===== src/rtl/serial_subtractor_disp_pkg.sv =====
// Shared types and constants for the serial subtractor display block:
// FSM encoding, operand select, and the seven-segment code table.
package sub_disp_pkg;

    localparam logic [1:0] IDLE_ENC   = 2'd0;
    localparam logic [1:0] CALC_ENC   = 2'd1;
    localparam logic [1:0] RESULT_ENC = 2'd2;

    typedef enum logic [1:0] {
        ST_IDLE   = IDLE_ENC,
        ST_CALC   = CALC_ENC,
        ST_RESULT = RESULT_ENC
    } state_t;

    typedef enum logic {
        SEL_A = 1'b0,
        SEL_B = 1'b1
    } sel_t;

    localparam int SEG_DP_BIT = 8;

    // Entry 15 first, entry 0 last.
    localparam logic [15:0][8:0] SEG_TABLE = {
        9'h071, 9'h079, 9'h05e, 9'h039, 9'h07c, 9'h077, 9'h06f, 9'h07f,
        9'h007, 9'h07d, 9'h06d, 9'h066, 9'h04f, 9'h05b, 9'h006, 9'h03f
    };

    function automatic logic [8:0] seg_code(input logic [3:0] value);
        logic [8:0] code;
        code             = SEG_TABLE[value];
        code[SEG_DP_BIT] = 1'b0;
        return code;
    endfunction

endpackage


===== src/rtl/serial_subtractor_disp_if.sv =====
// Key, switch and display bundle of the serial subtractor, plus FSM/select
// observation signals.
interface serial_subtractor_disp_if
    import sub_disp_pkg::*;
#(
    parameter int WIDTH = 4
);
    // show/calc are raw active-low keys. busy is high for exactly the WIDTH
    // shift cycles; done pulses for one cycle on the edge that updates
    // diff/borrow, which then hold until the next done or reset.
    logic             show;
    logic             calc;
    logic [WIDTH-1:0] segdata;
    logic [WIDTH-1:0] diff;
    logic             borrow;
    logic             busy;
    logic             done;
    logic [8:0]       segled1;
    logic [8:0]       segled2;
    state_t           state;
    sel_t             sel;

    modport master (
        output show, calc, segdata,
        input  diff, borrow, busy, done, segled1, segled2, state, sel
    );

    modport slave (
        input  show, calc, segdata,
        output diff, borrow, busy, done, segled1, segled2, state, sel
    );

endinterface


===== src/rtl/serial_subtractor_disp_key_debounce.sv =====
// Raw active-low key to one-cycle press pulse: 2-flop synchroniser, stable-level
// debounce counter, and falling-edge detect on the debounced level.
module key_debounce #(
    parameter int DB_CNT = 500000
) (
    input  logic clk,
    input  logic rst,
    input  logic key,
    output logic pulse
);
    localparam int              CW       = (DB_CNT > 1) ? $clog2(DB_CNT) : 1;
    localparam logic [CW-1:0]   CNT_LAST = CW'(DB_CNT - 1);

    logic          sync_q1;
    logic          sync_q2;
    logic          level;
    logic [CW-1:0] cnt;

    always_ff @(posedge clk or negedge rst) begin
        if (!rst) begin
            // Synchroniser preset to the released level so leaving reset never
            // looks like a press, whatever DB_CNT is.
            sync_q1 <= 1'b1;
            sync_q2 <= 1'b1;
            level   <= 1'b1;
            cnt     <= '0;
            pulse   <= 1'b0;
        end else begin
            sync_q1 <= key;
            sync_q2 <= sync_q1;
            pulse   <= 1'b0;
            if (sync_q2 != level) begin
                if (cnt == CNT_LAST) begin
                    level <= sync_q2;
                    cnt   <= '0;
                    pulse <= ~sync_q2;
                end else begin
                    cnt <= cnt + 1'b1;
                end
            end else begin
                cnt <= '0;
            end
        end
    end

endmodule


===== src/rtl/serial_subtractor_disp.sv =====
// Bit-serial A - B calculator with key entry and two seven-segment displays
// (borrow on display 1, difference on display 2).
module serial_subtractor_disp
    import sub_disp_pkg::*;
#(
    parameter int WIDTH  = 4,
    parameter int DB_CNT = 500000
) (
    input logic                     clk,
    input logic                     rst,
    serial_subtractor_disp_if.slave io
);
    localparam int              CNTW     = (WIDTH > 1) ? $clog2(WIDTH) : 1;
    localparam logic [CNTW-1:0] LAST_BIT = CNTW'(WIDTH - 1);

    state_t           state;
    state_t           state_nxt;
    sel_t             sel;
    logic             show_pulse;
    logic             calc_pulse;
    logic             start;
    logic             last_bit;
    logic [WIDTH-1:0] op_a;
    logic [WIDTH-1:0] op_b;
    logic [WIDTH-1:0] sa;
    logic [WIDTH-1:0] sb;
    logic [WIDTH-1:0] res;
    logic [WIDTH-1:0] res_nxt;
    logic [WIDTH-1:0] diff_q;
    logic             br;
    logic             br_nxt;
    logic             d;
    logic             borrow_q;
    logic             busy_q;
    logic             done_q;
    logic [CNTW-1:0]  bit_cnt;
    logic [8:0]       seg1;
    logic [8:0]       seg2;

    key_debounce #(.DB_CNT(DB_CNT)) u_show_key (
        .clk   (clk),
        .rst   (rst),
        .key   (io.show),
        .pulse (show_pulse)
    );

    key_debounce #(.DB_CNT(DB_CNT)) u_calc_key (
        .clk   (clk),
        .rst   (rst),
        .key   (io.calc),
        .pulse (calc_pulse)
    );

    always_ff @(posedge clk or negedge rst) begin
        if (!rst) begin
            state <= ST_IDLE;
        end else begin
            state <= state_nxt;
        end
    end

    // show has priority over calc; both keys are ignored while shifting.
    always_comb begin
        state_nxt = state;
        start     = 1'b0;
        case (state)
            ST_IDLE: begin
                if (calc_pulse && !show_pulse) begin
                    start     = 1'b1;
                    state_nxt = ST_CALC;
                end
            end
            ST_CALC: begin
                if (last_bit) begin
                    state_nxt = ST_RESULT;
                end
            end
            ST_RESULT: begin
                if (show_pulse) begin
                    state_nxt = ST_IDLE;
                end else if (calc_pulse) begin
                    start     = 1'b1;
                    state_nxt = ST_CALC;
                end
            end
            default: state_nxt = ST_IDLE;
        endcase
    end

    assign last_bit = (bit_cnt == LAST_BIT);
    assign d        = sa[0] ^ sb[0] ^ br;
    assign br_nxt   = (~sa[0] & sb[0]) | (~(sa[0] ^ sb[0]) & br);
    assign res_nxt  = (res >> 1) | (WIDTH'(d) << (WIDTH - 1));

    always_ff @(posedge clk or negedge rst) begin
        if (!rst) begin
            sel      <= SEL_A;
            op_a     <= '0;
            op_b     <= '0;
            sa       <= '0;
            sb       <= '0;
            res      <= '0;
            br       <= 1'b0;
            bit_cnt  <= '0;
            diff_q   <= '0;
            borrow_q <= 1'b0;
            busy_q   <= 1'b0;
            done_q   <= 1'b0;
        end else begin
            done_q <= 1'b0;
            if (show_pulse) begin
                if (state == ST_IDLE) begin
                    if (sel == SEL_A) begin
                        op_a <= io.segdata;
                    end else begin
                        op_b <= io.segdata;
                    end
                    sel <= (sel == SEL_A) ? SEL_B : SEL_A;
                end else if (state == ST_RESULT) begin
                    op_a <= io.segdata;
                    sel  <= SEL_B;
                end
            end
            if (start) begin
                sa      <= op_a;
                sb      <= op_b;
                br      <= 1'b0;
                bit_cnt <= '0;
                busy_q  <= 1'b1;
            end
            if (state == ST_CALC) begin
                sa      <= sa >> 1;
                sb      <= sb >> 1;
                res     <= res_nxt;
                br      <= br_nxt;
                bit_cnt <= bit_cnt + 1'b1;
                if (last_bit) begin
                    diff_q   <= res_nxt;
                    borrow_q <= br_nxt;
                    done_q   <= 1'b1;
                    busy_q   <= 1'b0;
                end
            end
        end
    end

    always_comb begin
        if (state == ST_RESULT) begin
            seg1 = seg_code(4'(borrow_q));
            seg2 = seg_code(4'(diff_q));
        end else begin
            seg1 = seg_code(4'(op_a));
            seg2 = seg_code(4'(op_b));
        end
    end

    assign io.diff    = diff_q;
    assign io.borrow  = borrow_q;
    assign io.busy    = busy_q;
    assign io.done    = done_q;
    assign io.segled1 = seg1;
    assign io.segled2 = seg2;
    assign io.state   = state;
    assign io.sel     = sel;

endmodule

===== src/flat_wrapper.sv =====
// flat-port wrapper written by rule: the top's interface ports become plain ports
module serial_subtractor_disp_flat import sub_disp_pkg::*;
#(
    parameter int WIDTH  = 4,
    parameter int DB_CNT = 500000
)
  (clk, rst, io_show, io_calc, io_segdata, io_diff, io_borrow, io_busy, io_done, io_segled1, io_segled2, io_state, io_sel);
  serial_subtractor_disp_if #(.WIDTH(WIDTH)) io_i ();
  input logic clk;
  input logic rst;
  input wire logic [$bits(io_i.show)-1:0] io_show;
  input wire logic [$bits(io_i.calc)-1:0] io_calc;
  input wire logic [$bits(io_i.segdata)-1:0] io_segdata;
  output wire logic [$bits(io_i.diff)-1:0] io_diff;
  output wire logic [$bits(io_i.borrow)-1:0] io_borrow;
  output wire logic [$bits(io_i.busy)-1:0] io_busy;
  output wire logic [$bits(io_i.done)-1:0] io_done;
  output wire logic [$bits(io_i.segled1)-1:0] io_segled1;
  output wire logic [$bits(io_i.segled2)-1:0] io_segled2;
  output wire logic [$bits(io_i.state)-1:0] io_state;
  output wire logic [$bits(io_i.sel)-1:0] io_sel;
  assign io_i.show = io_show;
  assign io_i.calc = io_calc;
  assign io_i.segdata = io_segdata;
  assign io_diff = io_i.diff;
  assign io_borrow = io_i.borrow;
  assign io_busy = io_i.busy;
  assign io_done = io_i.done;
  assign io_segled1 = io_i.segled1;
  assign io_segled2 = io_i.segled2;
  assign io_state = io_i.state;
  assign io_sel = io_i.sel;
  serial_subtractor_disp #(.WIDTH(WIDTH), .DB_CNT(DB_CNT)) u_core (.clk(clk), .rst(rst), .io(io_i));
endmodule

===== config.mk =====
export PLATFORM = sky130hd
export DESIGN_NAME = serial_subtractor_disp_flat
export DESIGN_NICKNAME = d
export VERILOG_FILES = /design/src/rtl/serial_subtractor_disp_pkg.sv /design/src/rtl/serial_subtractor_disp_if.sv /design/src/rtl/serial_subtractor_disp_key_debounce.sv /design/src/rtl/serial_subtractor_disp.sv /design/src/flat_wrapper.sv
export SDC_FILE = /design/constraint.sdc
export NUM_CORES = 1
export LEC_CHECK = 0
export BUFFER_PORTS_ARGS = -buffer_cell sky130_fd_sc_hd__clkbuf_2
export CAP_MARGIN = 30
export CORE_ASPECT_RATIO = 0.9
export CORE_MARGIN = 2
export CORE_UTILIZATION = 60
export CTS_CLUSTER_DIAMETER = 120
export DETAILED_ROUTE_END_ITERATION = 6
export PLACE_DENSITY = 0.82
export RECOVER_POWER = 100
export SYNTH_ARGS = -nofsm -noshare
export SYNTH_HDL_FRONTEND = slang
export SYNTH_SLANG_ARGS = --single-unit

===== constraint.sdc =====
create_clock -name clk -period 2.9 [get_ports clk]
set_input_delay 0 -clock clk [delete_from_list [all_inputs] [get_ports clk]]
set_output_delay 0 -clock clk [all_outputs]
set_load 0.01 [all_outputs]

==> Flow_metrics.wiki, run 1 <==
{| class="wikitable"
! Metric !! Value
|-
| Total die area || 8000 µm²
|-
| Clock latency reported for the late side of the worst-skew pair || 0.35 ns
|-
| Die height || 85.1 µm
|-
| Arrival time at the worst endpoint || 2.54 ns
|-
| Setup repair after global routing missed its margin || no
|-
| Clock-pin slew of the registers on the worst-case setup and hold paths || 0.08 ns
|-
| Mean instance size in the synthesized netlist || 9.61 µm²
|-
| Worst R2R End || u_core.u_calc_key.cnt[18]
|-
| Failing checks || capacitance limit, slew limit
|-
| Startpoint kind of the worst setup timing path || register
|-
| Simple-gate share of the synthesized area || 0.208
|-
| Cell at the slowest stage of the critical path || sky130_fd_sc_hd__or4_1
|-
| Die width || 94.1 µm
|-
| Minimum setup slack among reg-to-reg paths || 0.56 ns
|-
| Worst clock skew on the final layout || 0.0114 ns
|-
| Number of register bits inferred by synthesis || 78
|-
| Number of buffers added on ports || 31
|-
| Largest fanout on the critical path || 18
|-
| Cell area after synthesis || 4380 µm²
|-
| Antenna cells || 0
|-
| Leakage power figure || 2.02 nW
|-
| Maximum number of pins on one net before global-route repair || 79
|-
| Count leader, synth || sky130_fd_sc_hd__dfrtp_1
|-
| Synth top area share || 0.411
|-
| Clk Tree Root Cell || sky130_fd_sc_hd__clkbuf_8
|-
| Post-synth cell types || 59
|-
| TritonCTS clock tree || built
|-
| Vias post-DR || 3,380
|-
| Starting DRT DRC Count || 183
|-
| # Post-CTS Setup Buffers || 0
|-
| Number of standard-cell rows in the floorplan || 29
|-
| Final cycle utilization of the critical path || 0.806
|-
| CTS sink count || 78
|-
| Cts hold-fix bufs || 7
|-
| Number of slew-limit violations in the final report || 72
|-
| Fraction of final layout cells with drive strength greater than 1 || 0.109
|-
| Adder-cell area share of the yosys netlist || 0.0731
|-
| Post-cts resize count || 0
|-
| Vias per Instance || 5.75
|-
| Crit path capture type || register
|-
| Post-synthesis sequential area ratio || 0.447
|-
| Number of antenna violations at the first check in global routing || 0
|-
| Clock H-tree levels || 3
|-
| Largest area contributor in the netlist || sky130_fd_sc_hd__dfrtp_1
|-
| Post-synthesis mux area share || 0.0520
|-
| Total CTS buffers || 9
|-
| Source of the worst register-to-register timing path || u_core.u_calc_key.cnt[11]
|-
| Setup Total Neg Slack || 0 ns
|-
| Inst Count DP || 564
|-
| Drt drc || 0
|-
| Pin slew with the least headroom to its limit || 1.67 ns
|-
| Placeable core region || 7080 µm²
|-
| Count of pins on the block boundary || 36
|-
| Crit-path cells || or4_1, or4_1, o21ai_4, a21oi_1
|-
| Slew HR || -0.113
|-
| Detail Placement HPWL || 6.09 mm
|-
| Outcome || finished with violations
|-
| Depth of the worst register-to-register path || 4
|-
| Wire length of the first global-routing pass || 15.0 mm
|-
| Final critical path time including I/O delays and setup || 2.34 ns
|-
| Tightest Hold Check Type || in -> async
|-
| Buf+Inv Stages, Crit Path || 0
|-
| Highest clock rate || 428 MHz
|-
| Total power density per cell area || 428 nW/µm²
|-
| EDFF count, synth || 0
|-
| Gate count of the mapped netlist || 456
|-
| Final Wtd Congestion || 0.870
|-
| Overall overflow remaining after global route || 0
|-
| Initial core utilization || 0.619
|-
| Non-filler cells in the finished layout || 588
|-
| Largest cells by area after synthesis || sky130_fd_sc_hd__dfrtp_1 41%, sky130_fd_sc_hd__ha_1 6.9%, sky130_fd_sc_hd__nand2_1 4.9%
|-
| Area fraction in compound gates after synthesis || 0.119
|-
| Max-capacitance violation count || 1
|-
| Number of endpoints with negative hold slack in the final report || 0
|-
| Warnings, synthesis || 0
|-
| All-Layer GR Usage || 0.236
|-
| Largest stage delay on the critical path || 0.60 ns
|-
| Worst Path Class, Setup || reg -> reg
|-
| Worst vdd rail ir drop || 495 µV
|-
| Async SR Flop Fraction || 1.00
|-
| Final routed wirelength across all metal layers || 8.75 mm
|-
| Most used flip-flop cell after synthesis || sky130_fd_sc_hd__dfrtp_1
|-
| Clock tree buffer depth || 2
|-
| Dominant combinational cell family by area after synthesis || simple AND/OR/NAND/NOR gates
|-
| Area added between synthesis and finish || 10.1%
|-
| Worst path top cell family by delay || simple AND/OR/NAND/NOR gates
|-
| Vias in the first global route || 3,333
|-
| Count of nets left with antenna violations after detail routing || 0
|-
| Commonest cells post-synth || 72 x sky130_fd_sc_hd__dfrtp_1, 57 x sky130_fd_sc_hd__nand2_1, 37 x sky130_fd_sc_hd__o21ai_0, 29 x sky130_fd_sc_hd__nor2_1, 24 x sky130_fd_sc_hd__ha_1
|-
| Number of detailed-routing iterations run before antenna repair || 4
|-
| Required @ worst endpoint || 3.10 ns
|-
| Cell mode on critical path || sky130_fd_sc_hd__or4_1
|-
| Avg WL per Cell || 14.9 µm
|-
| Final Net Count || 523
|-
| Setup violators final || 0
|-
| Parity-gate share of the synthesized area counting xor and xnor cells || 0.0520
|}
[sequential cells by signal, summed over array words and instances (netlist names), 3 cells and up]
signal	count
u_core.u_calc_key.cnt	19
u_core.io.diff	4
u_core.u_show_key.cnt	19
u_core.res	3
u_core.op_b	4
u_core.op_a	4
u_core.sb	4
u_core.sa	4
[placed cells by master, fill, tap and decap left out, drive strengths merged, types with 4 or more instances in the layout]
cell type / synthesis / routed
nor2b: 7 / 7
and2: 4 / 4
nor3: 6 / 6
or3: 8 / 8
ha: 24 / 24
conb: 1 / 4
nand3: 14 / 14
nand2b: 4 / 4
and3: 5 / 5
mux2: 8 / 8
or4: 9 / 9
mux2i: 7 / 7
inv: 23 / 23
nand2: 57 / 57
nor2: 39 / 39
dfstp: 6 / 6
o31ai: 7 / 7
nand4: 8 / 8
xnor2: 16 / 16
xor2: 10 / 10
dfrtp: 72 / 72
o21ai: 39 / 39
clkbuf: 14 / 47
a21oi: 19 / 19
dlygate4sd3: 0 / 7
[final cells by class]
type	instances	area, µm²
clock buffers	11	141
clock inverters	5	82.6
fillers	564	2250
inverters	23	86.3
multi-input cells	335	2220
flip-flops and latches	78	1960
well taps	93	116
repair buffers	43	214
[power breakdown]
part	switching (mW)	internal [mW]	total (mW)
clock	0.388	0.508	0.896
combinational	0.0431	0.0188	0.0619
sequential	0.00936	1.10	1.11
total	0.440	1.63	2.07
[stage by stage]
step / utilization / power, mW / worst slack, ns / cell area (µm²) / hold slack [ns]
6_report: 0.682 / 2.07 / 0.563 / 4820 / 0.0849
5_1_grt: 0.682 / 2.14 / 0.418 / 4820 / 0.106
4_1_cts: 0.689 / 2.09 / 0.607 / 4880 / 0.263
3_5_place_dp: 0.648 / 1.19 / 0.630 / 4580 / 0.0889
3_3_place_gp: 0.648 / 1.18 / 0.673 / 4580 / 0.0900
2_1_floorplan: - / 1.16 / 0.884 / 4390 / -0.296
[layer usage]
| layer | track usage | share of wire | vias to the layer above |
|---|---|---|---|
| li1 | - | - | 1646 |
| met1 | 0.295 | 0.45 | 1664 |
| met2 | 0.403 | 0.50 | 51 |
| met3 | 0.0524 | 0.028 | 19 |
| met4 | 0.0909 | 0.021 | 0 |
| met5 | 0 | 0 | - |
[kinds of logic (layout without fill, tap and decap cells)]
family,count (synthesis),count (layout)
buf+inv,46,82
other cells,1,4
simple gates,176,176
flops,78,78
compound gates,86,86
xor+xnor,26,26
mux,18,18
fa+ha+maj,25,25
[worst max path at each step]
stage	slack [ns]	cells past startpoint	end	startpoint
after floorplan	0.88	5	u_core.u_calc_key.cnt[5]	u_core.u_calc_key.cnt[11]
after global placement	0.67	4	u_core.u_calc_key.cnt[2]	u_core.u_calc_key.cnt[11]
after detailed placement	0.63	4	u_core.u_calc_key.cnt[17]	u_core.u_calc_key.cnt[11]
after CTS	0.61	4	u_core.u_calc_key.cnt[18]	u_core.u_calc_key.cnt[11]
after global routing	0.42	3	u_core.io.state[0]	rst
final	0.56	4	u_core.u_calc_key.cnt[18]	u_core.u_calc_key.cnt[11]
(Power assumes the default switching activity.)
==> run 2: changes to the inputs <==
- CORE_UTILIZATION: 60 -> 54
- PLACE_DENSITY: 0.82 -> 0.78
- clock period: 2.9 -> 1.9 ns (I/O delays scaled with it)
==> run 2 against run 1 <==
  * The flow finishes with violations (setup timing)
  * Cell count up 7.8%
  * Fmax up 13%
  * Worst hold slack better by 0.21 ns
  * Setup slack worse by 0.73 ns
  * Cell area up 9.8%
  * Critical path depth up 2
  * Non-clock buffer count up 40
  * Critical path type unchanged
  * Critical endpoint is now u_core.u_calc_key.cnt[14]
  * Highest routed layer unchanged
==> Flow_metrics.wiki, run 2 (same netlist as run 1, synthesis figures left out) <==
{| class="wikitable"
! Metric !! Value
|-
| Number of antenna violations at the first check in global routing || 0 (unchanged)
|-
| Failing checks || setup timing
|-
| Wire length of the first global-routing pass || 16.2 mm (+7.7%)
|-
| Final routed wirelength across all metal layers || 10.2 mm (+16%)
|-
| All-Layer GR Usage || 0.231 (-0.00505)
|-
| Setup violators final || 24 (+24)
|-
| Final cycle utilization of the critical path || 1.09 (+0.279)
|-
| Total power of the final layout || 3.07 mW (+49%)
|-
| Startpoint kind of the worst setup timing path || register
|-
| Buf+Inv Stages, Crit Path || 2 (+2)
|-
| Final Wtd Congestion || 0.872 (+0.17%)
|-
| Setup slack at placement || -0.123 ns (-0.753 ns)
|-
| Outcome || finished with violations
|-
| Die width || 99.0 µm (+5.2%)
|-
| Antenna cells || 0 (unchanged)
|-
| Number of fillers in the final layout || 613 (+8.7%)
|-
| Number of standard-cell rows in the floorplan || 31 (+6.9%)
|-
| Count of pins on the block boundary || 36 (unchanged)
|-
| Count of nets left with antenna violations after detail routing || 0 (unchanged)
|-
| Final Core Density || 0.666 (-0.0159)
|-
| Clock-pin slew of the registers on the worst-case setup and hold paths || 0.07 ns (about the same)
|-
| Number of buffers added on ports || 31 (unchanged)
|-
| Tightest Hold Check Type || in -> reg
|-
| Number of detailed-routing iterations run before antenna repair || 5 (+1)
|-
| Overall overflow remaining after global route || 0 (unchanged)
|-
| Required @ worst endpoint || 2.11 ns (-0.99 ns)
|-
| Worst Hold Margin || 0.291 ns (+0.206 ns)
|-
| Final Net Count || 563 (+7.6%)
|-
| Top flop regs || u_core.u_calc_key.cnt x19, u_core.u_show_key.cnt x19
|-
| Vias in the first global route || 3,436 (+3.1%)
|-
| Register share of total power || 0.550 (+0.014)
|-
| Vias post-DR || 3,622 (+7.2%)
|-
| Arrival time at the worst endpoint || 2.27 ns (-0.27 ns)
|-
| Fraction of power spent switching nets || 0.218 (+0.00516)
|-
| Cell at the slowest stage of the critical path || sky130_fd_sc_hd__or4_4
|-
| Post-layout instance area || 5290 µm² (+9.8%)
|-
| Worst vdd rail ir drop || 435 µV (-12%)
|-
| Fraction of final layout cells with drive strength greater than 1 || 0.254 (+0.145)
|-
| Placeable core region || 7950 µm² (+12%)
|-
| Detail Placement HPWL || 6.66 mm (+9.4%)
|-
| Vias per Instance || 5.71 (-0.62%)
|-
| Post-placement cell area || 4800 µm² (+4.8%)
|-
| Maximum number of pins on one net before global-route repair || 38 (-52%)
|-
| Clk Tree Root Cell || sky130_fd_sc_hd__clkbuf_8
|-
| Starting DRT DRC Count || 153 (-16%)
|-
| Combinational share of power || 0.041 (+0.011)
|-
| Setup slack of the critical path after layout || -0.162 ns (-0.725 ns)
|-
| Worst Path Class, Setup || reg -> reg
|-
| Clock H-tree levels || 3 (unchanged)
|-
| Slew HR || 0.262 (+0.375)
|-
| CTS sink count || 78 (unchanged)
|-
| Total CTS buffers || 9 (unchanged)
|-
| Pin slew with the least headroom to its limit || 1.11 ns (-0.562 ns)
|-
| Crit path capture type || register
|-
| Number of slew-limit violations in the final report || 0 (-100%)
|-
| Die height || 89.5 µm (+5.2%)
|-
| Worst clock skew on the final layout || 0.0120 ns (+0.000609 ns)
|-
| Max-capacitance violation count || 0 (-1)
|-
| Area added between synthesis and finish || 20.8%
|-
| Drt drc || 0 (unchanged)
|-
| Total die area || 8850 µm² (+11%)
|-
| Largest stage delay on the critical path || 0.57 ns (-0.03 ns)
|-
| Setup repair after global routing missed its margin || yes
|-
| Leakage power figure || 2.24 nW (+11%)
|-
| Clock latency reported for the late side of the worst-skew pair || 0.35 ns (about the same)
|-
| Worst path top cell family by delay || simple AND/OR/NAND/NOR gates
|-
| Largest fanout on the critical path || 7 (-11)
|-
| Commonest non-fill, non-tap cells in the layout || 69 x sky130_fd_sc_hd__dfrtp_1, 56 x sky130_fd_sc_hd__nand2_1, 36 x sky130_fd_sc_hd__o21ai_0
|-
| Highest clock rate || 485 MHz (+13%)
|-
| Commonest non-fill, non-tap cell in the layout || sky130_fd_sc_hd__dfrtp_1
|-
| Final critical path time including I/O delays and setup || 2.06 ns (-0.275 ns)
|-
| Number of endpoints with negative hold slack in the final report || 0 (unchanged)
|-
| Crit-path cells || or4b_1, or4_4, o21ai_4, buf_6, buf_12, a21oi_2
|-
| Clock tree buffer depth || 2 (unchanged)
|-
| Clock network fraction of design power || 0.409 (-0.025)
|-
| Total power density per cell area || 580 nW/µm² (+35%)
|-
| Total net switching power || 0.670 mW (+52%)
|-
| TritonCTS clock tree || built
|-
| Avg WL per Cell || 16.0 µm (+7.8%)
|-
| Initial core utilization || 0.551 (-0.0682)
|-
| Int Power || 2.40 mW (+48%)
|}
## run 2: cell types whose count changed in the layout (fill, tap and decap cells not counted), sizes merged
cell / previous run / this run
bufinv: 2 / 1
clkinv: 0 / 1
clkbuf: 47 / 50
buf: 0 / 39
clkinvlp: 3 / 1
## run 2: cell type report
class                           count  area [µm²]  share of cell area
Multi-Input combinational cell    335        2360               0.447
Sequential cell                    78        1960               0.371
Timing Repair Buffer               83         549               0.104
Clock buffer                       13         159              0.0300
Tap cell                           99         124              0.0234
Inverter                           23        91.3              0.0173
Clock inverter                      3        42.5             0.00804
## run 2: timing repair
action,4_1_cts,5_1_grt
pin swaps,3,7
resized for setup,22,31
hold buffers,7,0
endpoints found under the hold margin,84,0
cloned,1,0
setup endpoints to repair,26,33
setup buffers,11,5
## run 2: final timing paths
kind / from / to / slack (ns) / cells past startpoint
max: u_core.u_calc_key.cnt[10] / u_core.u_calc_key.cnt[14] / -0.16 / 6
min: io_show / u_core.u_show_key.sync_q1 / 0.29 / 2
max reg2reg: u_core.u_calc_key.cnt[10] / u_core.u_calc_key.cnt[14] / -0.16 / 6
min reg2reg: u_core.u_show_key.sync_q1 / u_core.u_show_key.sync_q2 / 0.36 / 0
max in group asynchronous: rst / u_core.op_b[2] / 0.31 / 3
min in group asynchronous: rst / u_core.io.busy / 0.38 / 2
## run 2: layer usage
layer,track usage,vias to the layer above,routed length [µm]
li1,-,1725,-
met1,0.286,1781,4290
met2,0.410,100,5270
met3,0.0539,16,465
met4,0.0685,0,143
met5,0,-,0
## run 2: power groups by stage
stage | registers (mW) | clock network, mW | logic, mW
floorplan | 1.72 | 0 | 0.0485
global placement | 1.72 | 0 | 0.106
detailed placement | 1.72 | 0 | 0.110
CTS | 1.69 | 1.29 | 0.136
global route | 1.69 | 1.36 | 0.141
finish | 1.69 | 1.26 | 0.124
## run 2: worst reg2reg max path, cell delays in order (launching register included)
cell	delay (ns)
sky130_fd_sc_hd__dfrtp_1	0.38
sky130_fd_sc_hd__or4b_1	0.53
sky130_fd_sc_hd__or4_4	0.57
sky130_fd_sc_hd__o21ai_4	0.17
sky130_fd_sc_hd__buf_6	0.13
sky130_fd_sc_hd__buf_12	0.12
sky130_fd_sc_hd__a21oi_2	0.04
## run 2: through the flow
step	cells	setup TNS (ns)
final	634	-2.38
after global routing	634	-5.83
after CTS	630	-1.91
after detailed placement	595	-1.63
after global placement	595	-1.08
after floorplan	459	-1.16
